===== src/rtl/load_store_unit.sv =====
`default_nettype none
// ---------------------------------------------------------------------------
// load_store_unit : RV32I data-memory access engine (align, lanes, extend)
// Revision 1.0
// ---------------------------------------------------------------------------
module load_store_unit #(
  parameter int XLEN         = 32,
  parameter int LS_SEL_WIDTH = 3
) (
  input  logic                  i_Clock,
  input  logic                  i_Reset_N,
  input  logic                  i_Start,
  input  logic [LS_SEL_WIDTH:0] i_Load_Store_Type,
  input  logic [XLEN-1:0]       i_Address,
  input  logic [XLEN-1:0]       i_Store_Data,
  output logic                  o_Busy,
  output logic                  o_Done,
  output logic                  o_Misaligned,
  output logic [XLEN-1:0]       o_Load_Data,
  output logic                  o_Mem_Valid,
  output logic                  o_Mem_Write,
  output logic [XLEN-1:0]       o_Mem_Address,
  output logic [XLEN-1:0]       o_Mem_Write_Data,
  output logic [3:0]            o_Mem_Byte_Enable,
  input  logic                  i_Mem_Ready,
  input  logic                  i_Mem_Read_Valid,
  input  logic [XLEN-1:0]       i_Mem_Read_Data
);

  // Type code layout: bit3 = store, bit2 = unsigned load, bits[1:0] = size.
  localparam logic [LS_SEL_WIDTH:0] LS_TYPE_NONE = (LS_SEL_WIDTH+1)'(4'h0);
  localparam logic [LS_SEL_WIDTH:0] LS_TYPE_LB   = (LS_SEL_WIDTH+1)'(4'h1);
  localparam logic [LS_SEL_WIDTH:0] LS_TYPE_LH   = (LS_SEL_WIDTH+1)'(4'h2);
  localparam logic [LS_SEL_WIDTH:0] LS_TYPE_LW   = (LS_SEL_WIDTH+1)'(4'h3);
  localparam logic [LS_SEL_WIDTH:0] LS_TYPE_LBU  = (LS_SEL_WIDTH+1)'(4'h5);
  localparam logic [LS_SEL_WIDTH:0] LS_TYPE_LHU  = (LS_SEL_WIDTH+1)'(4'h6);
  localparam logic [LS_SEL_WIDTH:0] LS_TYPE_SB   = (LS_SEL_WIDTH+1)'(4'h9);
  localparam logic [LS_SEL_WIDTH:0] LS_TYPE_SH   = (LS_SEL_WIDTH+1)'(4'hA);
  localparam logic [LS_SEL_WIDTH:0] LS_TYPE_SW   = (LS_SEL_WIDTH+1)'(4'hB);

  localparam logic [1:0] SIZE_BYTE = 2'd0;
  localparam logic [1:0] SIZE_HALF = 2'd1;
  localparam logic [1:0] SIZE_WORD = 2'd2;

  typedef enum logic [1:0] {
    IDLE      = 2'd0,
    REQUEST   = 2'd1,
    WAIT_READ = 2'd2,
    DONE      = 2'd3
  } state_t;

  state_t                  state_q;
  logic [LS_SEL_WIDTH:0]   type_q;
  logic [1:0]              offset_q;
  logic                    busy_q, done_q, misaligned_q;
  logic [XLEN-1:0]         load_data_q;
  logic                    mem_valid_q, mem_write_q;
  logic [XLEN-1:0]         mem_addr_q, mem_wdata_q;
  logic [3:0]              mem_be_q;

  logic                    type_ok_d, is_store_d, misaligned_d;
  logic [1:0]              size_d;
  logic [3:0]              be_d;
  logic [XLEN-1:0]         wdata_d, load_data_d;
  logic [7:0]              rd_byte;
  logic [15:0]             rd_half;

  always_comb begin
    type_ok_d  = 1'b1;
    is_store_d = 1'b0;
    size_d     = SIZE_BYTE;
    case (i_Load_Store_Type)
      LS_TYPE_LB, LS_TYPE_LBU: size_d = SIZE_BYTE;
      LS_TYPE_LH, LS_TYPE_LHU: size_d = SIZE_HALF;
      LS_TYPE_LW:              size_d = SIZE_WORD;
      LS_TYPE_SB: begin size_d = SIZE_BYTE; is_store_d = 1'b1; end
      LS_TYPE_SH: begin size_d = SIZE_HALF; is_store_d = 1'b1; end
      LS_TYPE_SW: begin size_d = SIZE_WORD; is_store_d = 1'b1; end
      default:    type_ok_d = 1'b0;
    endcase

    misaligned_d = ((size_d == SIZE_HALF) && i_Address[0]) ||
                   ((size_d == SIZE_WORD) && (i_Address[1:0] != 2'b00));

    case (size_d)
      SIZE_BYTE: begin
        be_d    = 4'b0001 << i_Address[1:0];
        wdata_d = {(XLEN/8){i_Store_Data[7:0]}};
      end
      SIZE_HALF: begin
        be_d    = 4'b0011 << i_Address[1:0];
        wdata_d = {(XLEN/16){i_Store_Data[15:0]}};
      end
      default: begin
        be_d    = 4'b1111;
        wdata_d = i_Store_Data;
      end
    endcase
  end

  // Lane extraction uses the offset captured at start, not the live address.
  assign rd_byte = i_Mem_Read_Data[{offset_q, 3'b000} +: 8];
  assign rd_half = i_Mem_Read_Data[{offset_q[1], 4'b0000} +: 16];

  always_comb begin
    load_data_d = i_Mem_Read_Data;
    case (type_q)
      LS_TYPE_LB:  load_data_d = {{(XLEN-8){rd_byte[7]}}, rd_byte};
      LS_TYPE_LBU: load_data_d = {{(XLEN-8){1'b0}}, rd_byte};
      LS_TYPE_LH:  load_data_d = {{(XLEN-16){rd_half[15]}}, rd_half};
      LS_TYPE_LHU: load_data_d = {{(XLEN-16){1'b0}}, rd_half};
      default:     load_data_d = i_Mem_Read_Data;
    endcase
  end

  always_ff @(posedge i_Clock or negedge i_Reset_N) begin
    if (!i_Reset_N) begin
      state_q      <= IDLE;
      type_q       <= LS_TYPE_NONE;
      offset_q     <= 2'b00;
      busy_q       <= 1'b0;
      done_q       <= 1'b0;
      misaligned_q <= 1'b0;
      load_data_q  <= '0;
      mem_valid_q  <= 1'b0;
      mem_write_q  <= 1'b0;
      mem_addr_q   <= '0;
      mem_wdata_q  <= '0;
      mem_be_q     <= 4'b0000;
    end else begin
      done_q       <= 1'b0;
      misaligned_q <= 1'b0;
      case (state_q)
        IDLE: begin
          if (i_Start && type_ok_d) begin
            type_q   <= i_Load_Store_Type;
            offset_q <= i_Address[1:0];
            busy_q   <= 1'b1;
            if (misaligned_d) begin
              state_q      <= DONE;
              done_q       <= 1'b1;
              misaligned_q <= 1'b1;
            end else begin
              state_q     <= REQUEST;
              mem_valid_q <= 1'b1;
              mem_write_q <= is_store_d;
              mem_addr_q  <= {i_Address[XLEN-1:2], 2'b00};
              mem_wdata_q <= wdata_d;
              mem_be_q    <= be_d;
            end
          end
        end
        REQUEST: begin
          if (i_Mem_Ready) begin
            mem_valid_q <= 1'b0;
            if (mem_write_q) begin
              state_q <= DONE;
              done_q  <= 1'b1;
            end else begin
              state_q <= WAIT_READ;
            end
          end
        end
        WAIT_READ: begin
          if (i_Mem_Read_Valid) begin
            load_data_q <= load_data_d;
            state_q     <= DONE;
            done_q      <= 1'b1;
          end
        end
        DONE: begin
          state_q <= IDLE;
          busy_q  <= 1'b0;
        end
        default: state_q <= IDLE;
      endcase
    end
  end

  assign o_Busy            = busy_q;
  assign o_Done            = done_q;
  assign o_Misaligned      = misaligned_q;
  assign o_Load_Data       = load_data_q;
  assign o_Mem_Valid       = mem_valid_q;
  assign o_Mem_Write       = mem_write_q;
  assign o_Mem_Address     = mem_addr_q;
  assign o_Mem_Write_Data  = mem_wdata_q;
  assign o_Mem_Byte_Enable = mem_be_q;

endmodule
`default_nettype wire


===== config.mk =====
export PLATFORM = sky130hd
export DESIGN_NAME = load_store_unit
export DESIGN_NICKNAME = d
export VERILOG_FILES = /design/src/rtl/load_store_unit.sv
export SDC_FILE = /design/constraint.sdc
export NUM_CORES = 1
export LEC_CHECK = 0
export ABC_AREA = 1
export CORE_ASPECT_RATIO = 0.8
export CORE_UTILIZATION = 49
export DETAILED_ROUTE_END_ITERATION = 10
export PLACE_DENSITY = 0.92
export SYNTH_ARGS = -nofsm -noshare
export SYNTH_HDL_FRONTEND = slang
export SYNTH_SLANG_ARGS = --single-unit

===== constraint.sdc =====
create_clock -name i_Clock -period 3.95 [get_ports i_Clock]
set_clock_uncertainty 0.15 [all_clocks]
set_input_delay 0.79 -clock i_Clock [delete_from_list [all_inputs] [get_ports i_Clock]]
set_output_delay 0.79 -clock i_Clock [all_outputs]
set_load 0.05 [all_outputs]

* Word level (Yosys, flattened, before mapping) *
Cells that the tools add are included.

cells by class
  equal/unequal tests = 21
  shifts and indexed selects = 4
  multiplexer cells = 25
  bitwise logic cells = 1
  reduce and logical (&&, ||, !) cells = 19

operators by type and width
  operator              count
  $pmux W32 S4          1
  $pmux W32 S2          1
  $shiftx A32 B6 Y16    1
  $shiftx A32 B6 Y8     1
  $eq A4 B3 Y1 const B  4
  $mux W1               13
  $eq A4 B2 Y1 const B  3
  $eq A4 B4 Y1 const B  3
  $eq A4 B1 Y1 const B  2
  $mux W2               4
  $ne A2 B2 Y1 const B  4
  $pmux W2 S4           1
  $pmux W4 S2           1
  $reduce_or A8 Y1      1
  $eq A2 B2 Y1 const B  3
  $reduce_and A2 Y1     3
  $reduce_and A3 Y1     2
  $reduce_bool A2 Y1    3
  $reduce_or A3 Y1      2
  $eq A2 B1 Y1 const B  2
  $logic_not A2 Y1      2
  $pmux W1 S2           2
  $pmux W2 S2           1
  $reduce_and A4 Y1     1
  other kinds (7)       9

word-level totals
  bits in registers = 111
  input bits = 105
  word-level logic and storage cells = 82

* Logic depth before layout (Yosys ltp) *
  depth after elaboration = 9
  mapped depth = 11
  mapped depth without buffers = 9

* Worst setup path after synthesis *
OpenSTA, ideal clock, no wires.

  path kind = in2reg
  from = input i_Load_Store_Type[0]
  to = register mem_wdata_q[25], in the netlist o_Mem_Write_Data[25]
  library setup time = 0.119 ns
  arrival = 1.727 ns
  required time = 3.681 ns
  setup slack = 1.953 ns
  stages on the path = 10
  path buffers = 2
  cell sequence = inv_1 -> nand2_1 -> nor2_2 -> nand2_2 -> nand2_1 -> nor2_2 -> buf_4 -> buf_4 -> nand2_1 -> nand2_1

between the ends
  cells in the longest elaborated chain, start to end = 8
  elaborated cells on any way between the ends = 23
  classes of those cells = eq/ne (10); mux (3); bitwise (1); reduce/logical (9)

ends and longest elaborated chain
  item                                                                   line        source
  start: declaration                                                     13          input logic [LS_SEL_WIDTH:0] i_Load_Store_Type,
  $eq A4 B4 Y1 (tied with other cells)                                   72          case (i_Load_Store_Type)
  $reduce_or A3 Y1 (no source line) or $reduce_or A2 Y1 (tied branches)  -
  $pmux W2 S2                                                            72
  $eq A2 B1 Y1 or $eq A2 B2 Y1 (tied branches)                           82, 85, 83
  $logic_and A1 B1 Y1 (on tied branches)                                 82, 83
  $logic_or A1 B1 Y1                                                     82          misaligned_d = ((size_d == SIZE_HALF) && i_Address[0]) ||
  $not A1 Y1 (no source line)                                            -
  $reduce_and A3 Y1 (no source line)                                     -
  end signal: assignment                                                 148         mem_wdata_q <= wdata_d;
  end: declaration                                                       58          logic [XLEN-1:0] mem_addr_q, mem_wdata_q;

Several ways; a longest one is shown, not always the timed one.
A chain may end at the register's enable or synchronous reset.

* Worst setup path in the final report *
  from = input i_Load_Store_Type[1]
  to = register mem_addr_q[12], in the netlist o_Mem_Address[12]

between the ends
  cells in the longest elaborated chain, start to end = 8
  elaborated cells on any way between the ends = 21
  classes of those cells = eq/ne (10); mux (2); bitwise (1); reduce/logical (8)

ends and longest elaborated chain
  item                                                                   line    source
  $eq A4 B4 Y1 (tied with other cells)                                   72
  $reduce_or A3 Y1 (no source line) or $reduce_or A2 Y1 (tied branches)  -
  $pmux W2 S2                                                            72
  $eq A2 B1 Y1 or $eq A2 B2 Y1 (tied branches)                           82, 83
  $logic_and A1 B1 Y1 (on tied branches)                                 82, 83
  $logic_or A1 B1 Y1                                                     82
  $not A1 Y1 (no source line)                                            -
  $reduce_and A3 Y1 (no source line) (*)                                 -
  end signal: assignment                                                 147     mem_addr_q <= {i_Address[XLEN-1:2], 2'b00};
  end: declaration                                                       58

Every way passes the cells marked *; elsewhere a longest branch is shown, timed or not.

==> results.cfg <==
[synth]
synth.avg_cell_area_um2 = 7.00
syn_inst = 822
syn-cell-area_um2 = 5750
yosysSeqAreaShare_pct = 48.3
ys_ff_latch = 111
yosys.cell_types.count = 27
yosysWarnings = 0

[worst_setup_path]
r2r_start = type_q[0]
cp_max_fo = 49
r2r_slack_ns = 1.47
cp-end-kind = flop
startpoint_type = input port
worst_ep_required_time_ns = 4.09
reg2reg_to = o_Load_Data[7]
worst-r2r-cell-count = 8
crit_arrival_ns = 3.08
critical_path_class = in2reg

[timing]
fmax_mhz = 340
final-hold-violation-count = 0
finalSetupTns_ns = 0
slew_headroom_pct = 44.7
drv_slew = 0
grt_setup_unrepaired = false
worst_slack_ns = 1.01
worst_slew_pin_slew_ns = 0.829
finalSetupViolations = 0
period_share_pct = 74.5
finalCriticalPeriod_ns = 2.94

[routing]
wl_per_cell_um = 15.3
vias = 6031
antenna_left = 0
wirelength_um = 17800
firstDrtPassIters = 5
vias_per_cell = 5.19
remaining_drc_errors = 0
drt_iter0_drc = 493

[die]
die-area_um2 = 12200
start_util_pct = 51.6
rows = 34
die_x_um = 123
core_area_um2 = 11100
fp.dieH_um = 98.9
io_pins = 210

[status]
outcome = finished, final reports clean

[clock_tree]
cts_tree = built
worstSkewPairLatency_ns = 0.35
post_cts_buffers = 0
cts-hold-fix-buffers = 0
clkSinkCount = 111
cts-root-buf = clkbuf_16
ctsResizeCount = 0
htree_levels = 3
max-clock-path-buffers = 2
cts.clk_slew.worst_paths_ns = 0.08
numCtsBuffers = 9

[pwr]
powerDensity_nw_per_um2 = 932
ir_drop_uv = 923
power.total_w = 0.00765
leakagePower_nw = 4.08

[layout]
drive_above_1_share_pct = 3.54
diodes = 0
area_growth_pct = 42.6
final_cells = 1161
n_fill_cell = 886
nNetsFinal = 1122

[run]
drv_cap = 0

[placement]
gp_congestion = 0.957
dp_hpwl_um = 12800
io_buffers = 207
placed_cells = 1145
place_ws_ns = 0.702

[global_routing]
grt-ovfl-total = 0
antenna_found_initial = 0
grt_pass1_vias = 5809
grt_usage_pct = 30.3
grt_pass1_wl_um = 28300
grt_max_degree = 66

[worst_hold_path]
hold_class = reg2reg
hold_depth = 2
hold_start = o_Mem_Address[16]
hold_end = o_Mem_Address[16]
logic make-up (layout without fill, tap and decap cells):
logic type,Yosys count,count (layout),share of synthesized area (%)
fa+ha+maj,5,5,1.09
flops,111,111,48.3
simple gates,545,545,36.8
buf+inv,82,276,6.46
other cells,1,2,0.0652
compound gates,78,78,7.29
power by group:
group / internal [W] / switching (W)
combinational: 0.00146 / 0.00315
sequential: 0.00170 / 0.000392
clock: 0.000512 / 0.000434
total: 0.00367 / 0.00398
area by class of cell:
class | instances | area, um^2 | area share [%]
Timing Repair Buffer | 213 | 2150 | 26.2
Clock buffer | 10 | 239 | 2.91
Sequential cell | 111 | 2780 | 33.9
Inverter | 47 | 176 | 2.15
Tap cell | 144 | 180 | 2.20
Multi-Input combinational cell | 630 | 2610 | 31.8
Clock inverter | 6 | 67.6 | 0.824
metrics by stage:
step           utilization, %  hold slack, ns  cell area [um^2]
2_1_floorplan               -           0.340              5760
3_3_place_gp             70.9           0.304              7900
3_5_place_dp             70.9           0.307              7900
4_1_cts                  73.6           0.326              8200
5_1_grt                  73.6           0.343              8200
6_report                 73.6           0.323              8200
how the worst max path moves through the flow:
| stage | start | cells past startpoint | slack, ns | to |
|---|---|---|---|---|
| 3_3_place_gp | i_Load_Store_Type[2] | 11 | 0.78 | o_Mem_Byte_Enable[3] |
| 5_1_grt | i_Load_Store_Type[2] | 11 | 0.81 | o_Mem_Byte_Enable[3] |
| 2_1_floorplan | i_Load_Store_Type[0] | 10 | 1.95 | o_Mem_Write_Data[25] |
| 4_1_cts | i_Load_Store_Type[2] | 11 | 1.06 | o_Mem_Address[12] |
| 6_report | i_Load_Store_Type[1] | 10 | 1.01 | o_Mem_Address[12] |
| 3_5_place_dp | i_Load_Store_Type[2] | 11 | 0.70 | o_Mem_Address[12] |
layout by cell type (no fill, tap or decap):
cell type        count
or2_2                1
o21a_1               1
a31oi_1              1
conb_1               2
clkinv_2             1
nor2_4               2
nand3b_1             1
a21o_1               6
nor2_1              90
clkinv_1             2
clkbuf_16            9
nand3_1             23
buf_4                4
o21ai_0             48
o21ai_1              2
inv_2                2
nand4_2              1
nor2_2               3
bufinv_16            1
clkbuf_8             1
inv_1               43
clkdlybuf4s50_1    206
o211ai_1             4
a21oi_1             16
nand2_2              4
buf_12               3
inv_6                1
nand2_1            420
ha_1                 5
clkinv_4             1
clkinvlp_4           2
dfrtp_1            111
critical path, stage by stage:
cell	delay [ns]
clkdlybuf4s50_1	0.57
nand2_1	0.13
nor2_2	0.47
nand2_2	0.14
nand2_1	0.17
nor2_4	0.06
inv_2	0.28
buf_12	0.28
nand2_1	0.10
nand2_1	0.07
routing by layer:
| layer | vias to the layer above | routed length (um) | track usage [%] | share of wire (%) |
|---|---|---|---|---|
| met3 | 34 | 1590 | 8.22 | 9.0 |
| li1 | 2898 | - | - | - |
| met2 | 286 | 8740 | 50.9 | 49 |
| met1 | 2813 | 7000 | 37.7 | 39 |
| met4 | 0 | 431 | 10.1 | 2.4 |
| met5 | - | 0 | 0 | 0 |
synth_stat cells:
cell	count	area share, %
nand4_2	1	0.22
conb_1	1	0.065
buf_4	9	1.2
inv_1	43	2.8
buf_1	2	0.13
nand2_1	420	27
nor2_4	1	0.20
o211ai_1	4	0.52
buf_2	12	1.0
nand3_1	23	2.0
nor2_2	4	0.43
nand3b_1	1	0.13
clkinv_1	2	0.13
o21ai_0	48	4.2
inv_2	2	0.13
nor2_1	90	5.9
nand2_2	4	0.43
buf_6	2	0.39
clkbuf_1	10	0.65
ha_1	5	1.1
a21oi_1	16	1.4
a21o_1	6	0.78
a31oi_1	1	0.11
dfrtp_1	111	48
o21ai_1	2	0.17
o21a_1	1	0.13
or2_2	1	0.11
state kept, by name (all words and copies together), names as in the netlist, 2 cells and up:
register and cells:
o_Mem_Byte_Enable 4, o_Mem_Address 30, type_q 4, offset_q 2
state_q 2, o_Load_Data 32, o_Mem_Write_Data 32
No activity file was read; power rests on OpenSTA's default activity.
